$ cat src/rtl/apb_pkg.sv
// Shared types and constants for the APB master: FSM state encoding and slave select codes.
package apb_pkg;

   typedef enum logic [1:0] {
      IDLE   = 2'd0,
      SETUP  = 2'd1,
      ACCESS = 2'd2
   } apb_state_e;

   localparam int SLV_GPIO = 0;
   localparam int SLV_UART = 1;

   localparam logic [1:0] PSEL_GPIO = 2'b01;
   localparam logic [1:0] PSEL_UART = 2'b10;

endpackage

$ cat src/rtl/apb_timeout_cnt.sv
// ACCESS-phase wait counter; expired_o flags the last permitted wait cycle.
// Only instantiated when APB_TIMEOUT_EN is defined.
module apb_timeout_cnt #(
   parameter int TIMEOUT_CYCLES = 16
) (
   input  logic clk,
   input  logic rst_n,
   input  logic clear_i,
   input  logic enable_i,
   output logic expired_o
);

   localparam int CNT_W = $clog2(TIMEOUT_CYCLES + 1);

   logic [CNT_W-1:0] cnt_q;
   logic [CNT_W-1:0] cnt_d;

   assign expired_o = (cnt_q == CNT_W'(TIMEOUT_CYCLES - 1));

   // Saturate at the terminal count so a late abort cannot wrap back to zero.
   always_comb begin
      cnt_d = cnt_q;
      if (clear_i) begin
         cnt_d = '0;
      end else if (enable_i && !expired_o) begin
         cnt_d = cnt_q + CNT_W'(1);
      end
   end

   always_ff @(posedge clk) begin
      if (!rst_n) begin
         cnt_q <= '0;
      end else begin
         cnt_q <= cnt_d;
      end
   end

endmodule

$ cat src/rtl/apb_master.sv
// APB initiator: turns a valid/ready request into SETUP/ACCESS transfers with a one-cycle response.
// Optional ACCESS timeout is enabled by defining APB_TIMEOUT_EN.
module apb_master
   import apb_pkg::*;
#(
   parameter int ADDR_W         = 32,
   parameter int DATA_W         = 32,
   parameter int NSLV           = 2,
   parameter int TIMEOUT_CYCLES = 16,
   localparam int SLV_W         = (NSLV > 1) ? $clog2(NSLV) : 1
) (
   input  logic              clk,
   input  logic              rst_n,
   input  logic              req_valid,
   output logic              req_ready,
   input  logic              req_write,
   input  logic [SLV_W-1:0]  req_slave,
   input  logic [ADDR_W-1:0] req_addr,
   input  logic [DATA_W-1:0] req_wdata,
   output logic              rsp_valid,
   output logic [DATA_W-1:0] rsp_rdata,
   output logic              rsp_err,
   output logic [NSLV-1:0]   psel,
   output logic              pen,
   output logic              pwr,
   output logic [ADDR_W-1:0] pAdd,
   output logic [DATA_W-1:0] pwData,
   input  logic [DATA_W-1:0] prdata,
   input  logic              pready
);

   apb_state_e        state_q;
   logic [NSLV-1:0]   psel_q;
   logic              pen_q;
   logic              pwr_q;
   logic [ADDR_W-1:0] pAdd_q;
   logic [DATA_W-1:0] pwData_q;
   logic              rspValid_q;
   logic [DATA_W-1:0] rspRdata_q;
   logic              rspErr_q;
   logic              badSlv_q;
   logic              timeoutHit;

`ifdef APB_TIMEOUT_EN
   apb_timeout_cnt #(
      .TIMEOUT_CYCLES(TIMEOUT_CYCLES)
   ) u_timeout (
      .clk       (clk),
      .rst_n     (rst_n),
      .clear_i   (state_q == SETUP),
      .enable_i  ((state_q == ACCESS) && !pready),
      .expired_o (timeoutHit)
   );
`else
   assign timeoutHit = 1'b0;
`endif

   assign req_ready = (state_q == IDLE) && rst_n;
   assign psel      = psel_q;
   assign pen       = pen_q;
   assign pwr       = pwr_q;
   assign pAdd      = pAdd_q;
   assign pwData    = pwData_q;
   assign rsp_valid = rspValid_q;
   assign rsp_rdata = rspRdata_q;
   assign rsp_err   = rspErr_q;

   // An out-of-range slave still walks SETUP/ACCESS with no select so the requester gets an error response.
   always_ff @(posedge clk) begin
      if (!rst_n) begin
         state_q    <= IDLE;
         psel_q     <= '0;
         pen_q      <= 1'b0;
         pwr_q      <= 1'b0;
         pAdd_q     <= '0;
         pwData_q   <= '0;
         rspValid_q <= 1'b0;
         rspRdata_q <= '0;
         rspErr_q   <= 1'b0;
         badSlv_q   <= 1'b0;
      end else begin
         rspValid_q <= 1'b0;
         case (state_q)
            IDLE: begin
               if (req_valid) begin
                  pAdd_q   <= req_addr;
                  pwData_q <= req_wdata;
                  pwr_q    <= req_write;
                  if (int'(req_slave) < NSLV) begin
                     psel_q   <= NSLV'(1) << req_slave;
                     badSlv_q <= 1'b0;
                  end else begin
                     psel_q   <= '0;
                     badSlv_q <= 1'b1;
                  end
                  state_q <= SETUP;
               end
            end
            SETUP: begin
               pen_q   <= 1'b1;
               state_q <= ACCESS;
            end
            ACCESS: begin
               // pready wins over a simultaneous timeout on the terminal cycle.
               if (badSlv_q || pready || timeoutHit) begin
                  psel_q     <= '0;
                  pen_q      <= 1'b0;
                  rspValid_q <= 1'b1;
                  rspErr_q   <= badSlv_q || !pready;
                  if (!badSlv_q && pready && !pwr_q) begin
                     rspRdata_q <= prdata;
                  end
                  state_q <= IDLE;
               end
            end
            default: begin
               psel_q  <= '0;
               pen_q   <= 1'b0;
               state_q <= IDLE;
            end
         endcase
      end
   end

endmodule
$ cat config.mk
export PLATFORM = sky130hd
export DESIGN_NAME = apb_master
export DESIGN_NICKNAME = d
export VERILOG_FILES = /design/src/rtl/apb_pkg.sv /design/src/rtl/apb_timeout_cnt.sv /design/src/rtl/apb_master.sv
export SDC_FILE = /design/constraint.sdc
export NUM_CORES = 1
export LEC_CHECK = 0
export ABC_AREA = 1
export BUFFER_PORTS_ARGS = -buffer_cell sky130_fd_sc_hd__buf_2
export CORE_MARGIN = 3
export CORE_UTILIZATION = 47
export DETAILED_ROUTE_END_ITERATION = 7
export HOLD_SLACK_MARGIN = 0.15
export PLACE_DENSITY = 0.83
export SLEW_MARGIN = 0
export SYNTH_ARGS = -nofsm -noshare
export SYNTH_HDL_FRONTEND = slang
export SYNTH_HIERARCHICAL = 1
export SYNTH_SLANG_ARGS = --single-unit
$ cat constraint.sdc
create_clock -name clk -period 1.75 [get_ports clk]
set_clock_uncertainty 0.15 [all_clocks]
set_input_delay 0.175 -clock clk [delete_from_list [all_inputs] [get_ports clk]]
set_output_delay 0.175 -clock clk [all_outputs]
set_load 0.01 [all_outputs]
Yosys cells after proc, flatten, opt, wreduce, memory -nomap -nowiden
Cells that the tools add are included.
Word-level totals
  bits in registers: 104
  input bits: 102
Operators by class
  shift-type cells: 1
  reduce and logical (&&, ||, !) cells: 12
  equality and inequality tests: 4
  mux-type cells: 8
  bitwise gates (word level): 2
Operators with widths (count)
  case mux 2 bit (3 select lines): 2
  AND reduction 2 bit: 5
  two-way mux 2 bit: 3
  AND reduction 3 bit: 2
  inequality test 2 bit (second input constant): 2
  case mux 1 bit (3 select lines): 1
  == test 2 x 1 -> 1 bit (second input constant): 1
  == test 2 bit (second input constant): 1
  logical AND 1 bit: 2
  zero test 1 bit: 2
  zero test 2 bit: 1
  two-way mux 1 bit: 2
  inverter 1 bit: 2
  left shift 1 x 1 -> 2 bit (first input constant): 1

Logic depth before layout (Yosys ltp)
  depth in word-level cells: 3
  depth in mapped cells: 7
  depth with buffers taken out: 6

Worst setup path after synthesis
No wires, ideal clock.
  path kind: reg2reg
  start point: reg state_q[0]
  end point: reg pAdd_q[10] (netlist: pAdd[10])
  cell stages (with the launch flop): 8
  data arrival time: 0.966 ns
  setup slack: 0.521 ns
  clock period less this slack: 1.229 ns
  library setup time: 0.113 ns
  required time: 1.487 ns
  path through: dfxtp_1 > inv_2 > nand2_2 > nor2_4 > buf_6 > buf_6 > nor2_1 > nor2_1
On the way
  word-level cells in the longest chain between the ends: 2
RTL lines
  from (decl): RTL line apb_master.sv:32  | apb_state_e state_q;
  from (signal assigned): RTL line apb_master.sv:71  | state_q <= IDLE;
  from (signal assigned): RTL line apb_master.sv:96  | state_q <= SETUP;
  from (signal assigned): RTL line apb_master.sv:101  | state_q <= ACCESS;
  zero test 2 bit: RTL line apb_master.sv:83  | case (state_q)
  AND reduction 2 bit (no source line)
  to (signal assigned): RTL line apb_master.sv:86  | pAdd_q <= req_addr;
  to (decl): RTL line apb_master.sv:36  | logic [ADDR_W-1:0] pAdd_q;
Every way passes these cells.
A chain may end at the register's enable or synchronous reset.

Final worst setup path
  start point: in rst_n
  end point: out req_ready
On the way
  word-level cells in the longest chain between the ends: 1
RTL lines
  from (decl): RTL line apb_master.sv:13  | input logic rst_n,
  logical AND 1 bit: RTL line apb_master.sv:58  | assign req_ready = (state_q == IDLE) && rst_n;
  to (decl): RTL line apb_master.sv:15  | output logic req_ready,
Every way passes these cells.

==> metrics <==
status completed; dpl hpwl around 8000 microns; most frequent cells in the layout buf_2, nor2_1, nand2_1; R2R Setup Slk about 0.27 ns; First-pass DRT Iterations 5; Yosys reg bits ~100; Clk pin slew, worst setup/hold paths 0.09 ns; Slowest-stage cell, CP dlygate4sd3_1; Final Hold Vio Count 0; syn_area_per_cell slightly above 7 sq um; Seq/Total Area, Yosys 47.7%; Max Cap Viol 0; first-pass GRT wire length between 20000 and 25000 microns; placed instance count slightly below 900; placer congestion estimate ~0.77; biggest area consumer among synthesized cells dfxtp_1; global route total overflow 0; Routed WL 14200 microns; Worst Path Buf+Inv 4; number of cells in the finished layout apart from fillers roughly 1000; critical path endpoint req_ready; setup total negative slack 0 ns; Max-Slew Margin vs Limit slightly below 80%; critical path peak fanout 16; startpoint types input port; Crit. End Element output port; Clk Tree Root Cell clkbuf_8; top-area cell type share of the netlist area 47.7%; Die Span Y approximately 100 microns; r2r worst-path depth 6; filler instances slightly below 600; synth unique cells 18; Avg WL per Cell around 14 microns; Power per Cell Area slightly above 800 nW/um^2; CP required between 1 and 1.5 ns; ratio of cells with drive above 1 in the final layout between 20% and 30%; final-report max-slew violation count 0; RSZ-0062 raised after global routing false; Die X 102 microns; drt drc 0; vias in the first global route between 4000 and 5000; Mapped Area roughly 4400 sq um; CP max stage delay 0.57 ns; CTS sink cnt between 100 and 150; row count 34; Initial Util 49.1%; Worst Path Arrival approximately 1.3 ns; commonest non-fill, non-tap cell in the layout buf_2; post-CTS setup buffers 0; CTS buffer count 9; Longest Clk Path Bufs 2; Die Area ~10000 sq um; Worst Hold Path Cells 2; RR Endpoint pAdd[2]$_SDFFE_PN0P_; ANT cells 0; WP depth 5; register area 2080 sq um; Worst-Margin Slew about 0.33 ns; antenna violations before repair 0; Synthesized Nets a little over 700; launch point of the worst reg-to-reg path state_q[1]$_SDFFE_PN0P_; Iter 0 DRT Violations approximately 150; post-route ant nets 0; fmax approximately 0.60 GHz; Vias between 4000 and 5000; Final setup viols 0; Port Buffer Count 204; Leakage Power 3.44 nW; cell area after layout 6640 sq um; YS warnings 6; Core ar. between 8000 and 9000 sq um; drt via density roughly 4.9; GRT Util Overall a little over a quarter; part of the cycle the worst path needs between 90% and 100%; DP Area around 5400 sq um; TritonCTS clock tree yes; min Tclk post-route 1.66 ns; Synth Instances around 600; fin nets 988; WS Path Type in -> out; CP cell instances dlygate4sd3_1 -> buf_6 -> inv_1 -> nor2_1 -> buf_2; top cells by area, synth dfxtp_1, nor2_1, nand3b_1, nand2_1, nand3_1; H-tree levels 3; family with the most delay on the worst path buffers and inverters; area grow syn2layout 52.0%; area of the multi-input gates about 1900 sq um; worst vdd ir just over 400 uV; Worst-Skew Late Latency around 0.35 ns; IO Pins 205; start point of the critical path rst_n; largest net degree at the start of global routing 68; worst hold path type reg -> reg
-- stage by stage --
step / power (mW) / utilization (%) / hold slack (ns) / setup WS [ns]
floorplan: 3.26 / - / 0.166 / 0.521
global placement: 3.58 / 60.8 / 0.277 / 0.424
detailed placement: 3.62 / 60.8 / 0.271 / 0.361
CTS: 5.41 / 74.6 / 0.312 / 0.0739
global route: 5.68 / 74.7 / 0.321 / 0.0241
finish: 5.41 / 74.7 / 0.308 / 0.0904
-- worst min-delay path: cells and delay by family, from the launching register on --
kind	cells	cell delay [ns]
AND/OR/NAND/NOR	1	0.07
buffers and inverters	1	0.03
flip-flops	1	0.32
-- cell type report --
cell class / instances / share of cell area, %
tap: 108 / 2.04
inverter: 41 / 2.32
clock buffer: 9 / 1.87
sequential: 104 / 31.4
clock inverter: 7 / 1.45
timing repair buffer: 313 / 32.5
multi-input combinational: 417 / 28.4
-- sequential cells by signal, summed over array words and instances, names as in the netlist --
signal / count
pAdd: 32
pwData: 32
rsp_rdata: 32
psel: 2
state_q: 2
pen: 1
pwr: 1
rsp_err: 1
rsp_valid: 1
-- logic make-up (layout without fill, tap and decap cells) --
kind of cell | after synthesis | in the layout | synth area share (%)
AND/OR/NAND/NOR | 413 | 413 | 42.5
flip-flops | 104 | 104 | 47.7
buffers and inverters | 82 | 370 | 9.36
AO/OA/AOI/OAI | 4 | 4 | 0.458
-- how the worst min path moves through the flow --
stage / end / slack [ns] / startpoint
3_5_place_dp: psel[1]$_SDFFE_PN0P_ / 0.27 / req_slave
2_1_floorplan: psel[1]$_SDFFE_PN0P_ / 0.17 / req_slave
6_report: rsp_err$_SDFFE_PN0P_ / 0.31 / rsp_err$_SDFFE_PN0P_
3_3_place_gp: psel[1]$_SDFFE_PN0P_ / 0.28 / req_slave
4_1_cts: rsp_err$_SDFFE_PN0P_ / 0.31 / rsp_err$_SDFFE_PN0P_
5_1_grt: rsp_err$_SDFFE_PN0P_ / 0.32 / rsp_err$_SDFFE_PN0P_
-- synth_stat cells, drive strengths merged --
library cell    n
a21oi           3
nor2          201
nand3b         66
nand2         110
dfxtp         104
inv            41
nor3            2
buf            34
clkbuf          7
nand3          34
o21ai           1
-- timing repair --
| action | 4_1_cts | 5_1_grt |
|---|---|---|
| setup endpoints to repair | 0 | 1 |
| gates resized for setup | 0 | 1 |
| hold buffers | 101 | 0 |
| endpoints found under the hold margin | 104 | 0 |
-- where the power goes --
group | leakage (nW) | switching [mW] | internal, mW
sequential | 0.855 | 0.0926 | 2.53
clock | 0.101 | 0.822 | 0.805
combinational | 2.49 | 0.604 | 0.551
-- layer usage --
layer  vias up  wire length, microns  GRT usage [%]
li1       2406                     -              -
met1      2238                  5510           30.8
met2       256                  6920           47.1
met3        39                  1400           7.85
met4         0                   408           10.9
met5         -                     0              0
No activity file was read; power rests on OpenSTA's default activity.
